## src/rtl/counter_pkg.sv

```systemverilog
// Shared constants for the up/down counter sweep sequencer.
// States, sweep modes and power-on bound defaults.
package counter_pkg;

    localparam logic [1:0] ST_IDLE = 2'd0;
    localparam logic [1:0] ST_RUN  = 2'd1;
    localparam logic [1:0] ST_HOLD = 2'd2;
    localparam logic [1:0] ST_DONE = 2'd3;

    localparam logic [1:0] MODE_SAW_UP  = 2'b00;
    localparam logic [1:0] MODE_SAW_DN  = 2'b01;
    localparam logic [1:0] MODE_TRI     = 2'b10;
    localparam logic [1:0] MODE_ONESHOT = 2'b11;

    // Default bounds are replicated across the count width: lo all-zero, hi all-one.
    localparam logic DEF_LO_BIT = 1'b0;
    localparam logic DEF_HI_BIT = 1'b1;

endpackage

```

## src/rtl/tick_gen.sv

```systemverilog
// Prescaler: one-clock tick every TICK_DIV clocks while not cleared.
// Shared by several board demos.
module tick_gen #(
    parameter int TICK_DIV = 500000
) (
    input  logic clock,
    input  logic rst_n,
    input  logic clr,
    output logic tick
);

    localparam int CW = (TICK_DIV > 1) ? $clog2(TICK_DIV) : 1;
    localparam logic [CW-1:0] LAST = CW'(TICK_DIV - 1);

    logic [CW-1:0] cnt;

    assign tick = !clr && (cnt == LAST);

    always_ff @(posedge clock or negedge rst_n) begin
        if (!rst_n)
            cnt <= '0;
        else if (clr || tick)
            cnt <= '0;
        else
            cnt <= cnt + CW'(1);
    end

endmodule

```

## src/rtl/counter_sweep_ctrl.sv

```systemverilog
// Sweep sequencer for the 6-bit up/down counter datapath.
// Saw, triangle and single-shot sweeps between programmable bounds.
module counter_sweep_ctrl
    import counter_pkg::*;
#(
    parameter int WIDTH      = 6,
    parameter int TICK_DIV   = 500000,
    parameter int HOLD_TICKS = 4
) (
    input  logic             clock,
    input  logic             rst_n,
    input  logic             cfg_valid,
    output logic             cfg_ready,
    input  logic [1:0]       cfg_mode,
    input  logic [WIDTH-1:0] cfg_lo,
    input  logic [WIDTH-1:0] cfg_hi,
    input  logic             start,
    input  logic             stop,
    output logic [WIDTH-1:0] count,
    output logic             dir,
    output logic             busy,
    output logic             wrap,
    output logic             cfg_err
);

    localparam int HW = (HOLD_TICKS > 1) ? $clog2(HOLD_TICKS) : 1;
    localparam logic [HW-1:0] HOLD_LAST =
        HW'((HOLD_TICKS > 0) ? HOLD_TICKS - 1 : 0);
    localparam logic [WIDTH-1:0] ONE = WIDTH'(1);

    logic [1:0]       state;
    logic [1:0]       mode;
    logic [WIDTH-1:0] lo;
    logic [WIDTH-1:0] hi;
    logic [HW-1:0]    hold_cnt;
    logic             tick;
    logic             go;
    logic             at_end;
    logic [WIDTH-1:0] load_cnt;
    logic             load_dir;

    assign cfg_ready = (state == ST_IDLE);
    assign busy      = (state == ST_RUN) || (state == ST_HOLD);
    assign go        = start && !stop;
    assign at_end    = dir ? (count == lo) : (count == hi);
    assign load_dir  = (mode == MODE_SAW_DN);
    assign load_cnt  = load_dir ? hi : lo;

    tick_gen #(
        .TICK_DIV(TICK_DIV)
    ) u_tick (
        .clock(clock),
        .rst_n(rst_n),
        .clr  (!busy),
        .tick (tick)
    );

    always_ff @(posedge clock or negedge rst_n) begin
        if (!rst_n) begin
            state    <= ST_IDLE;
            count    <= '0;
            dir      <= 1'b0;
            wrap     <= 1'b0;
            cfg_err  <= 1'b0;
            mode     <= MODE_SAW_UP;
            lo       <= {WIDTH{DEF_LO_BIT}};
            hi       <= {WIDTH{DEF_HI_BIT}};
            hold_cnt <= '0;
        end else begin
            wrap <= 1'b0;
            if (stop && state != ST_IDLE) begin
                state <= ST_IDLE;
            end else begin
                case (state)
                    ST_IDLE: begin
                        if (cfg_valid) begin
                            if (cfg_lo <= cfg_hi) begin
                                mode    <= cfg_mode;
                                lo      <= cfg_lo;
                                hi      <= cfg_hi;
                                cfg_err <= 1'b0;
                            end else begin
                                cfg_err <= 1'b1;
                            end
                        end
                        if (go) begin
                            state <= ST_RUN;
                            count <= load_cnt;
                            dir   <= load_dir;
                        end
                    end
                    ST_DONE: begin
                        if (go) begin
                            state <= ST_RUN;
                            count <= load_cnt;
                            dir   <= load_dir;
                        end
                    end
                    ST_HOLD: begin
                        if (tick) begin
                            if (hold_cnt == HOLD_LAST)
                                state <= ST_RUN;
                            else
                                hold_cnt <= hold_cnt + HW'(1);
                        end
                    end
                    ST_RUN: begin
                        if (tick) begin
                            unique case (mode)
                                MODE_SAW_UP: begin
                                    if (count < hi) begin
                                        count <= count + ONE;
                                    end else begin
                                        count <= lo;
                                        wrap  <= 1'b1;
                                    end
                                end
                                MODE_SAW_DN: begin
                                    if (count > lo) begin
                                        count <= count - ONE;
                                    end else begin
                                        count <= hi;
                                        wrap  <= 1'b1;
                                    end
                                end
                                MODE_TRI: begin
                                    if (at_end) begin
                                        dir  <= !dir;
                                        wrap <= 1'b1;
                                        // Without dwell, the turnaround also takes the first step back.
                                        if (HOLD_TICKS > 0) begin
                                            state    <= ST_HOLD;
                                            hold_cnt <= '0;
                                        end else if (dir && count < hi) begin
                                            count <= count + ONE;
                                        end else if (!dir && count > lo) begin
                                            count <= count - ONE;
                                        end
                                    end else begin
                                        count <= dir ? count - ONE : count + ONE;
                                    end
                                end
                                MODE_ONESHOT: begin
                                    if (count < hi) begin
                                        count <= count + ONE;
                                    end else begin
                                        wrap  <= 1'b1;
                                        state <= ST_DONE;
                                    end
                                end
                            endcase
                        end
                    end
                    default: state <= ST_IDLE;
                endcase
            end
        end
    end

endmodule

```

## config.mk

```make
export PLATFORM = sky130hd
export DESIGN_NAME = counter_sweep_ctrl
export DESIGN_NICKNAME = d
export VERILOG_FILES = /design/src/rtl/counter_pkg.sv /design/src/rtl/tick_gen.sv /design/src/rtl/counter_sweep_ctrl.sv
export SDC_FILE = /design/constraint.sdc
export NUM_CORES = 1
export LEC_CHECK = 0
export ABC_AREA = 1
export CAP_MARGIN = 20
export CELL_PAD_IN_SITES_DETAIL_PLACEMENT = 1
export CELL_PAD_IN_SITES_GLOBAL_PLACEMENT = 2
export CORE_MARGIN = 5
export CORE_UTILIZATION = 35
export CTS_CLUSTER_DIAMETER = 30
export DETAILED_ROUTE_END_ITERATION = 10
export PLACE_DENSITY = 0.88
export SYNTH_ARGS = -nofsm -noshare
export SYNTH_HDL_FRONTEND = slang
export SYNTH_HIERARCHICAL = 1
export SYNTH_SLANG_ARGS = --single-unit
```

## constraint.sdc

```tcl
create_clock -name clock -period 6 [get_ports clock]
set_input_delay 1.2 -clock clock [delete_from_list [all_inputs] [get_ports clock]]
set_output_delay 1.2 -clock clock [all_outputs]
set_load 0.005 [all_outputs]
```

# Yosys cells after proc, flatten, opt, wreduce, memory -nomap -nowiden
# Cells that the tools add are included.
# totals
ff_bits,46
in_bits,19
output_inout_bits,11
# classes
addsub,4
order_cmp,3
n_eq_ne,25
muxes,40
n_bitwise,1
reduce_logical,21
# op_table
operator,count
two-way mux 6 bit,8
two-way mux 2 bit,12
case mux 6 bit (4 select lines),1
adder 19 x 1 -> 19 bit (second input constant),1
== test 19 bit (second input constant),1
two-way mux 19 bit,1
AND reduction 7 bit,2
== test 6 bit,2
two-way mux 1 bit,12
inequality test 3 x 1 -> 1 bit (second input constant),4
case mux 6 bit (2 select lines),1
AND reduction 6 bit,2
== test 2 bit (second input constant),5
inequality test 2 x 1 -> 1 bit (second input constant),4
inequality test 4 bit (second input constant),2
case mux 2 bit (2 select lines),2
adder 6 x 1 -> 6 bit (second input constant),1
greater-than comparator 6 bit,1
less-or-equal comparator 6 bit,1
< comparator 6 bit,1
inequality test 3 bit (second input constant),2
case mux 2 bit (3 select lines),1
nonzero test 2 bit,3
subtractor 6 x 1 -> 6 bit (second input constant),1
14 further kinds,23

# Depth between registers and ports, before layout
# Gate-level depths: netlist of run 1.
# depth
depth_word,7
mapped_depth,15

# Modules after synthesis
# Netlist of run 1, hierarchy kept.
# modules_own_cells
mod,instances,cells_each,area_per_inst_um2
counter_sweep_ctrl,1,371,2448.6
tick_gen,1,155,1113.6

# Least setup slack after synthesis of run 1
# No wires, ideal clock.
# synth_path
path_type,input -> register
from,input port cfg_hi[5]
to,register lo[0]
arrival_ns,2.407
t_required_ns,5.879
setup_slack_ns,3.472
cell_stages,10
n_path_buf,1
path_cell_list,inv_1 ha_1 a21oi_1 o21a_1 o21ai_0 o21ai_1 nand3_2 buf_2 nand2_1 o21ai_1
# synth_between
elab_chain_len,2
# synth_rtl
item,line_no,text
start: declaration,counter_sweep_ctrl.sv:16,"input logic [WIDTH-1:0] cfg_hi,"
less-or-equal comparator 6 bit,counter_sweep_ctrl.sv:77,if (cfg_lo <= cfg_hi) begin
AND reduction 4 bit (no source line),-,
end signal: assignment,counter_sweep_ctrl.sv:66,lo <= {WIDTH{DEF_LO_BIT}};
end signal: assignment,counter_sweep_ctrl.sv:79,lo <= cfg_lo;
end: declaration,counter_sweep_ctrl.sv:33,logic [WIDTH-1:0] lo;
# Every way passes these cells.
# A chain may end at the register's enable or synchronous reset.

# Worst setup path in the final report of run 1
# layout_path
from,input port cfg_hi[3]
to,register mode[1]
# layout_between
elab_chain_len,2
# layout_rtl
item,line_no,text
less-or-equal comparator 6 bit,counter_sweep_ctrl.sv:77,
AND reduction 4 bit (no source line),-,
end signal: assignment,counter_sweep_ctrl.sv:78,mode <= cfg_mode;
end: declaration,counter_sweep_ctrl.sv:32,logic [1:0] mode;
# Every way passes these cells.

==> summary.md, run 1 <==
| Metric | Value |
|---|---|
| Status | `completed` |
| Inst Count DP | `679` |
| Post-Syn Area | `between 3000 and 4000 um^2` |
| Pre-antenna DRT Iters | `4` |
| Class of the worst hold path | `register to register` |
| Clk_skew | `between 0.009 and 0.01 ns` |
| Critical-path top delay cell | `clkdlybuf4s50_1` |
| Most frequent cells in the layout | `nand2_1, inv_1, nor2_1` |
| Reg power frac | `approximately 28%` |
| Most common cell after layout, fill and taps aside | `nand2_1` |
| PD cells | `roughly 470 nW/um^2` |
| Port bufs | `29` |
| Core Area | `9860 um^2` |
| Slew @ Worst Pin | `~0.57 ns` |
| Max-cap violations | `0` |
| Routed wl met3 | `between 200 and 250 um` |
| Syn_nets | `approximately 570` |
| 1st-iter DRT viols | `around 110` |
| All-Layer GR Usage | `approximately 17%` |
| Routability Congestion | `0.807` |
| Die Area | `between 10000 and 15000 um^2` |
| Antenna violations before repair | `0` |
| Vias per cell | `roughly 5` |
| Max incr delay on CP | `around 0.46 ns` |
| Setup TNS Final | `0 ns` |
| Fill cell count | `between 1000 and 1500` |
| Routed len/inst | `between 10 and 15 um` |
| Wl on met1 | `4.69 mm` |
| Hpwl dp | `8.22 mm` |
| # diodes | `0` |
| Final Non-Filler Cells | `687` |
| CP required | `6.19 ns` |
| Core Rows | `36` |
| Antenna-violating nets left | `0` |
| Yosys reg bits | `46` |
| Final Setup Violations | `0` |
| DR vias | `3397` |
| Clock Root Buffer | `clkbuf_8` |
| Starting Density | `between 30% and 40%` |
| Critical Path Sink Type | `register` |
| Die W | `111 um` |
| I/O Pins | `30` |
| Number of setup buffers added after CTS | `0` |
| Post-Route WL | `a little over 10 mm` |
| Sw Share | `between 50% and 60%` |
| Clock slew at reported path FFs | `around 0.10 ns` |
| Clock sink count | `46` |
| FMAX | `326 MHz` |
| Combinational power share | `61.6%` |
| Die Height | `between 100 and 150 um` |
| # nets final | `between 600 and 700` |
| Area growth, synth to finish | `14.1%` |
| Synthesized area per cell | `6.77 um^2` |
| CTS hold repair buffers | `0` |
| Overflow after GRT | `0` |
| Hold Fails Final Rpt | `0` |
| CTS Buf Count | `5` |
| DR DRC count | `0` |
| Deepest level of the CTS H-tree | `2` |
| Pins Over Slew Limit | `0` |
| Cell count after synthesis | `~530` |
| Worst path arrival time | `~3.3 ns` |
| Worst path most repeated cell | `a21oi_1` |
| Met2 WL | `5.16 mm` |
| Sequential cell area | `about 1200 um^2` |
| Final period utilization | `between 50 and 60%` |
| Highest metal used | `met4` |
| Crit start category | `input pin` |
| Lkg Pwr | `around 2 nW` |
| Vias in the first global route | `around 3700` |
| Largest net degree at the start of global routing | `29` |
| Cell class contributing the biggest share of worst-path delay | `simple AND/OR/NAND/NOR gates` |
| Multi-input gate area | `2070 um^2` |
| Psw | `between 1 and 1.5 mW` |
| Crit path kind | `input pin to register` |
| Clk_lat worst skew | `0.31 ns` |
| Clock power share | `between 10% and 20%` |
| Seq/Total Area, Yosys | `~33%` |
| Post-CTS Resized | `0` |
| CP bufs+invs | `2` |
| CTS tree | `built` |
| First-pass GRT wire length | `about 18 mm` |
| Share of cells above drive strength 1 | `around 6.5%` |
| Pint | `a little over 0.9 mW` |
| RSZ-0062 raised after global routing | `false` |
| Yosys warns | `6` |
| Unique cell type count in the Yosys netlist | `30` |
| Max VDD drop | `roughly 180 uV` |
| Deepest clock path buffer count | `2` |
| Headroom to the max-slew limit | `62.0%` |
| Tmin final | `3.06 ns` |
| Critical-path maximum fanout | `28` |
| Crit path cell chain | `clkdlybuf4s50_1, inv_1, ha_1, a21oi_1, o21a_1, o21ai_0, o21ai_1, nand3_2, nor2_1, a21oi_1` |
[worst paths after layout]
path | startpoint | endpoint | slack [ns] | depth (start not counted)
max in group asynchronous | rst_n | count[3] | 4.61 | 2
setup reg to reg | u_tick/cnt[0] | count[4] | 3.64 | 11
hold / removal | u_tick/cnt[0] | u_tick/cnt[0] | 0.48 | 1
setup / recovery | cfg_hi[3] | mode[1] | 2.94 | 10
min in group asynchronous | rst_n | count[5] | 0.86 | 1
hold reg to reg | u_tick/cnt[0] | u_tick/cnt[0] | 0.48 | 1
[Yosys cell counts]
cell type,count,area [um^2]
a31oi_1,1,6.26
clkbuf_1,3,11.3
nand3_4,1,17.5
nand2_2,5,31.3
a21oi_1,30,150
inv_2,1,3.75
nand2_4,1,11.3
nand3_2,4,40.0
nor3_1,2,10.0
nand2_1,155,582
o21ai_0,22,110
nand4_1,10,62.6
o211ai_1,2,15.0
dfstp_2,6,158
buf_2,5,25.0
nand3_1,32,160
a211oi_2,1,12.5
ha_1,29,363
buf_6,2,22.5
o21ai_2,1,8.76
or2_2,2,12.5
nor4_1,1,6.26
nor2_1,72,270
nor2_4,4,45.0
inv_1,73,274
o21ai_1,8,40.0
o21a_1,1,7.51
xor2_1,6,52.6
dfrtp_1,40,1000
xnor2_1,6,52.6
[logic make-up after synthesis]
family / Yosys count / share of synthesized area (%)
fa+ha+maj: 29 / 10.2
buf+inv: 84 / 9.45
flops: 46 / 32.5
xor+xnor: 12 / 2.95
simple gates: 289 / 35.1
compound gates: 66 / 9.84
[registers in the layout, indices dropped and copies added, names as in the netlist]
| register | cells |
|---|---|
| u_tick/cnt | 19 |
| wrap | 1 |
| lo | 6 |
| dir | 1 |
| mode | 2 |
| hi | 6 |
| count | 6 |
| cfg_err | 1 |
| hold_cnt | 2 |
| state | 2 |
[power groups by stage]
stage	Combinational [mW]	Clock, mW	Sequential [mW]
5_1_grt	1.36	0.225	0.553
3_3_place_gp	1.15	0	0.539
6_report	1.18	0.202	0.537
3_5_place_dp	1.19	0	0.545
4_1_cts	1.20	0.210	0.538
2_1_floorplan	0.869	0	0.492
[layout make-up]
type / instances / share of cell area (%)
Clock buffer: 5 / 1.69
Clock inverter: 3 / 0.523
Inverter: 74 / 6.83
Multi-Input combinational cell: 396 / 50.8
Sequential cell: 46 / 28.5
Tap cell: 133 / 4.09
Timing Repair Buffer: 30 / 7.51
[metrics by stage]
stage | hold slack (ns) | total power [mW] | worst slack [ns] | area (um^2) | utilization, %
after detailed placement | 0.469 | 1.74 | 2.60 | 3980 | 40.3
after global placement | 0.448 | 1.69 | 2.71 | 3960 | 40.1
final | 0.476 | 1.92 | 2.94 | 4070 | 41.2
after global routing | 0.485 | 2.14 | 2.69 | 4070 | 41.2
after floorplan | 0.429 | 1.36 | 3.47 | 3560 | -
after CTS | 0.482 | 1.95 | 2.93 | 4070 | 41.2
[layer usage]
| layer | GRT usage [%] | vias to the layer above |
|---|---|---|
| met1 | 21.1 | 1625 |
| met3 | 2.35 | 10 |
| li1 | - | 1722 |
| met5 | 0 | - |
| met4 | 3.53 | 0 |
| met2 | 31.6 | 40 |
No activity file was read; power rests on OpenSTA's default activity.
==> inputs of run 2 (changes only) <==
- CORE_UTILIZATION: 35 -> 33
- PLACE_DENSITY: 0.88 -> 0.84
- clock period: 6 -> 3.17 ns (I/O delays scaled with it)
==> run 2 against run 1 <==
Against the previous run:
- die area rose by 5.5%
- combinational power rose by 92%
- largest cell class unchanged
- non-clock buffer count rose by 3
- design area rose by 0.89%
- total power rose by 92%
- cell count rose by 1.5%
- count of clock-buffer cells in the layout rose by 2
- wire length rose by 0.61%
- sequential share of layout area fell by 0.25 points
==> summary.md, run 2 (synthesis gave the netlist of run 1 again) <==
| Metric | Value |
|---|---|
| Crit path kind | `input pin to register` |
| Headroom to the max-slew limit | `66.2%` |
| Lkg Pwr | `between 2 and 2.5 nW` |
| Pins Over Slew Limit | `0` |
| # diodes | `0` |
| Worst path depth | `10` |
| Antenna violations before repair | `0` |
| 1st-iter DRT viols | `approximately 170` |
| Antenna-violating nets left | `0` |
| Crit path cell chain | `clkdlybuf4s50_1, inv_1, ha_1, a21oi_1, o21a_1, o21ai_0, o21ai_1, nand3_2, nor2_1, a21oi_1` |
| Overflow after GRT | `0` |
| Class of the worst hold path | `input pin to asynchronous set/reset pin` |
| Pint | `roughly 1.8 mW` |
| CP required | `about 3.4 ns` |
| Core Rows | `38` |
| Die Area | `13000 um^2` |
| Reg power frac | `27.3%` |
| Clk_lat worst skew | `slightly above 0.3 ns` |
| RSZ-0062 raised after global routing | `false` |
| Pre-CTS setup slack | `0.293 ns` |
| Crit. Startpoint | `cfg_hi[5]` |
| Startpoint of the worst register-to-register path | `u_tick/cnt[0]` |
| Clock power share | `~11%` |
| Reg2reg path depth | `11` |
| Starting Density | `between 30% and 40%` |
| Crit start category | `input pin` |
| All-Layer GR Usage | `~17%` |
| First-pass GRT wire length | `~18 mm` |
| Final Total Pwr | `around 3.7 mW` |
| Clock Root Buffer | `clkbuf_8` |
| Die W | `around 110 um` |
| Max-cap violations | `0` |
| Multi-input gate area | `roughly 2100 um^2` |
| Largest net degree at the start of global routing | `29` |
| Deepest clock path buffer count | `2` |
| Slew @ Worst Pin | `approximately 0.5 ns` |
| Critical-path top delay cell | `clkdlybuf4s50_1` |
| Clock slew at reported path FFs | `~0.090 ns` |
| Fill cell count | `about 1400` |
| Hpwl dp | `8.18 mm` |
| PD cells | `897 nW/um^2` |
| Pre-antenna DRT Iters | `4` |
| CTS tree | `built` |
| Critical Path Sink Type | `register` |
| Hold Fails Final Rpt | `0` |
| Max incr delay on CP | `0.45 ns` |
| Core Area | `between 10000 and 15000 um^2` |
| Area growth, synth to finish | `15.1%` |
| Worst path most repeated cell | `a21oi_1` |
| Most common cell after layout, fill and taps aside | `nand2_1` |
| Post-Route WL | `10.2 mm` |
| Final Setup Violations | `0` |
| Final period utilization | `approximately 80%` |
| Setup ws final | `roughly 0.65 ns` |
| Max VDD drop | `between 300 and 400 uV` |
| DR DRC count | `0` |
| Deepest level of the CTS H-tree | `2` |
| Status | `completed` |
| Share of cells above drive strength 1 | `under 10%` |
| Max reg flops | `19` |
| Clock sink count | `between 40 and 50` |
| Setup TNS Final | `0 ns` |
| Routability Congestion | `roughly 0.85` |
| Number of setup buffers added after CTS | `0` |
| Psw | `1.91 mW` |
| Vias in the first global route | `between 3000 and 4000` |
| Tmin final | `2.52 ns` |
| Most frequent cells in the layout | `nand2_1, inv_1, nor2_1` |
| CP bufs+invs | `2` |
| Critical-path maximum fanout | `28` |
| Sequential cell area | `1160 um^2` |
| # nets final | `604` |
| Die Height | `114 um` |
| Largest reg by FF count | `u_tick/cnt` |
| Port bufs | `29` |
| Clk_skew | `0.00682 ns` |
| Routed len/inst | `between 10 and 15 um` |
| Post-CTS Resized | `0` |
| FMAX | `roughly 400 MHz` |
| Combinational power share | `roughly three fifths` |
| I/O Pins | `30` |
| Worst path arrival time | `between 2 and 3 ns` |
| CTS Buf Count | `5` |
| Vias per cell | `4.84` |
| Cell class contributing the biggest share of worst-path delay | `simple AND/OR/NAND/NOR gates` |
| CTS hold repair buffers | `0` |
| Sw Share | `approximately 52%` |
| DR vias | `around 3400` |
-- run 2: path summary, 6_finish.rpt --
check,endpoint,slack (ns)
setup / recovery,lo[4],0.65
hold / removal,count[4],0.27
setup reg to reg,count[0],0.76
hold reg to reg,u_tick/cnt[0],0.47
max in group asynchronous,hi[5],2.37
min in group clock,u_tick/cnt[0],0.47
-- run 2: power groups by stage --
stage               combinational, mW  clock (mW)  sequential, mW
finish                           2.27       0.408            1.01
global route                     2.60       0.450            1.04
CTS                              2.30       0.424            1.01
detailed placement               2.28           0            1.02
global placement                 2.21           0            1.01
floorplan                        1.64           0           0.931
-- run 2: cell type report --
class	instances	area share, %
clock buffer	7	2.10
clock inverter	1	0.214
inverter	74	6.77
multi-input combinational	396	50.4
sequential	46	28.2
tap	140	4.27
timing repair buffer	33	7.99
-- run 2: per-layer routing --
metal	track usage, %	wire length [um]	share of wire (%)	vias to the layer above
met5	0	0	0	-
met4	4.35	133	1.3	0
met3	2.86	208	2.0	13
met2	30.8	5030	49	37
met1	21.2	4850	47	1599
li1	-	-	-	1724
-- run 2: through the flow --
stage	instances	hold WS [ns]	utilization, %	cell area [um^2]
3_3_place_gp	688	0.443	37.3	3990
6_report	697	0.273	38.3	4100
4_1_cts	697	0.278	38.3	4100
3_5_place_dp	689	0.458	37.5	4010
5_1_grt	697	0.297	38.3	4100
2_1_floorplan	526	0.338	-	3560
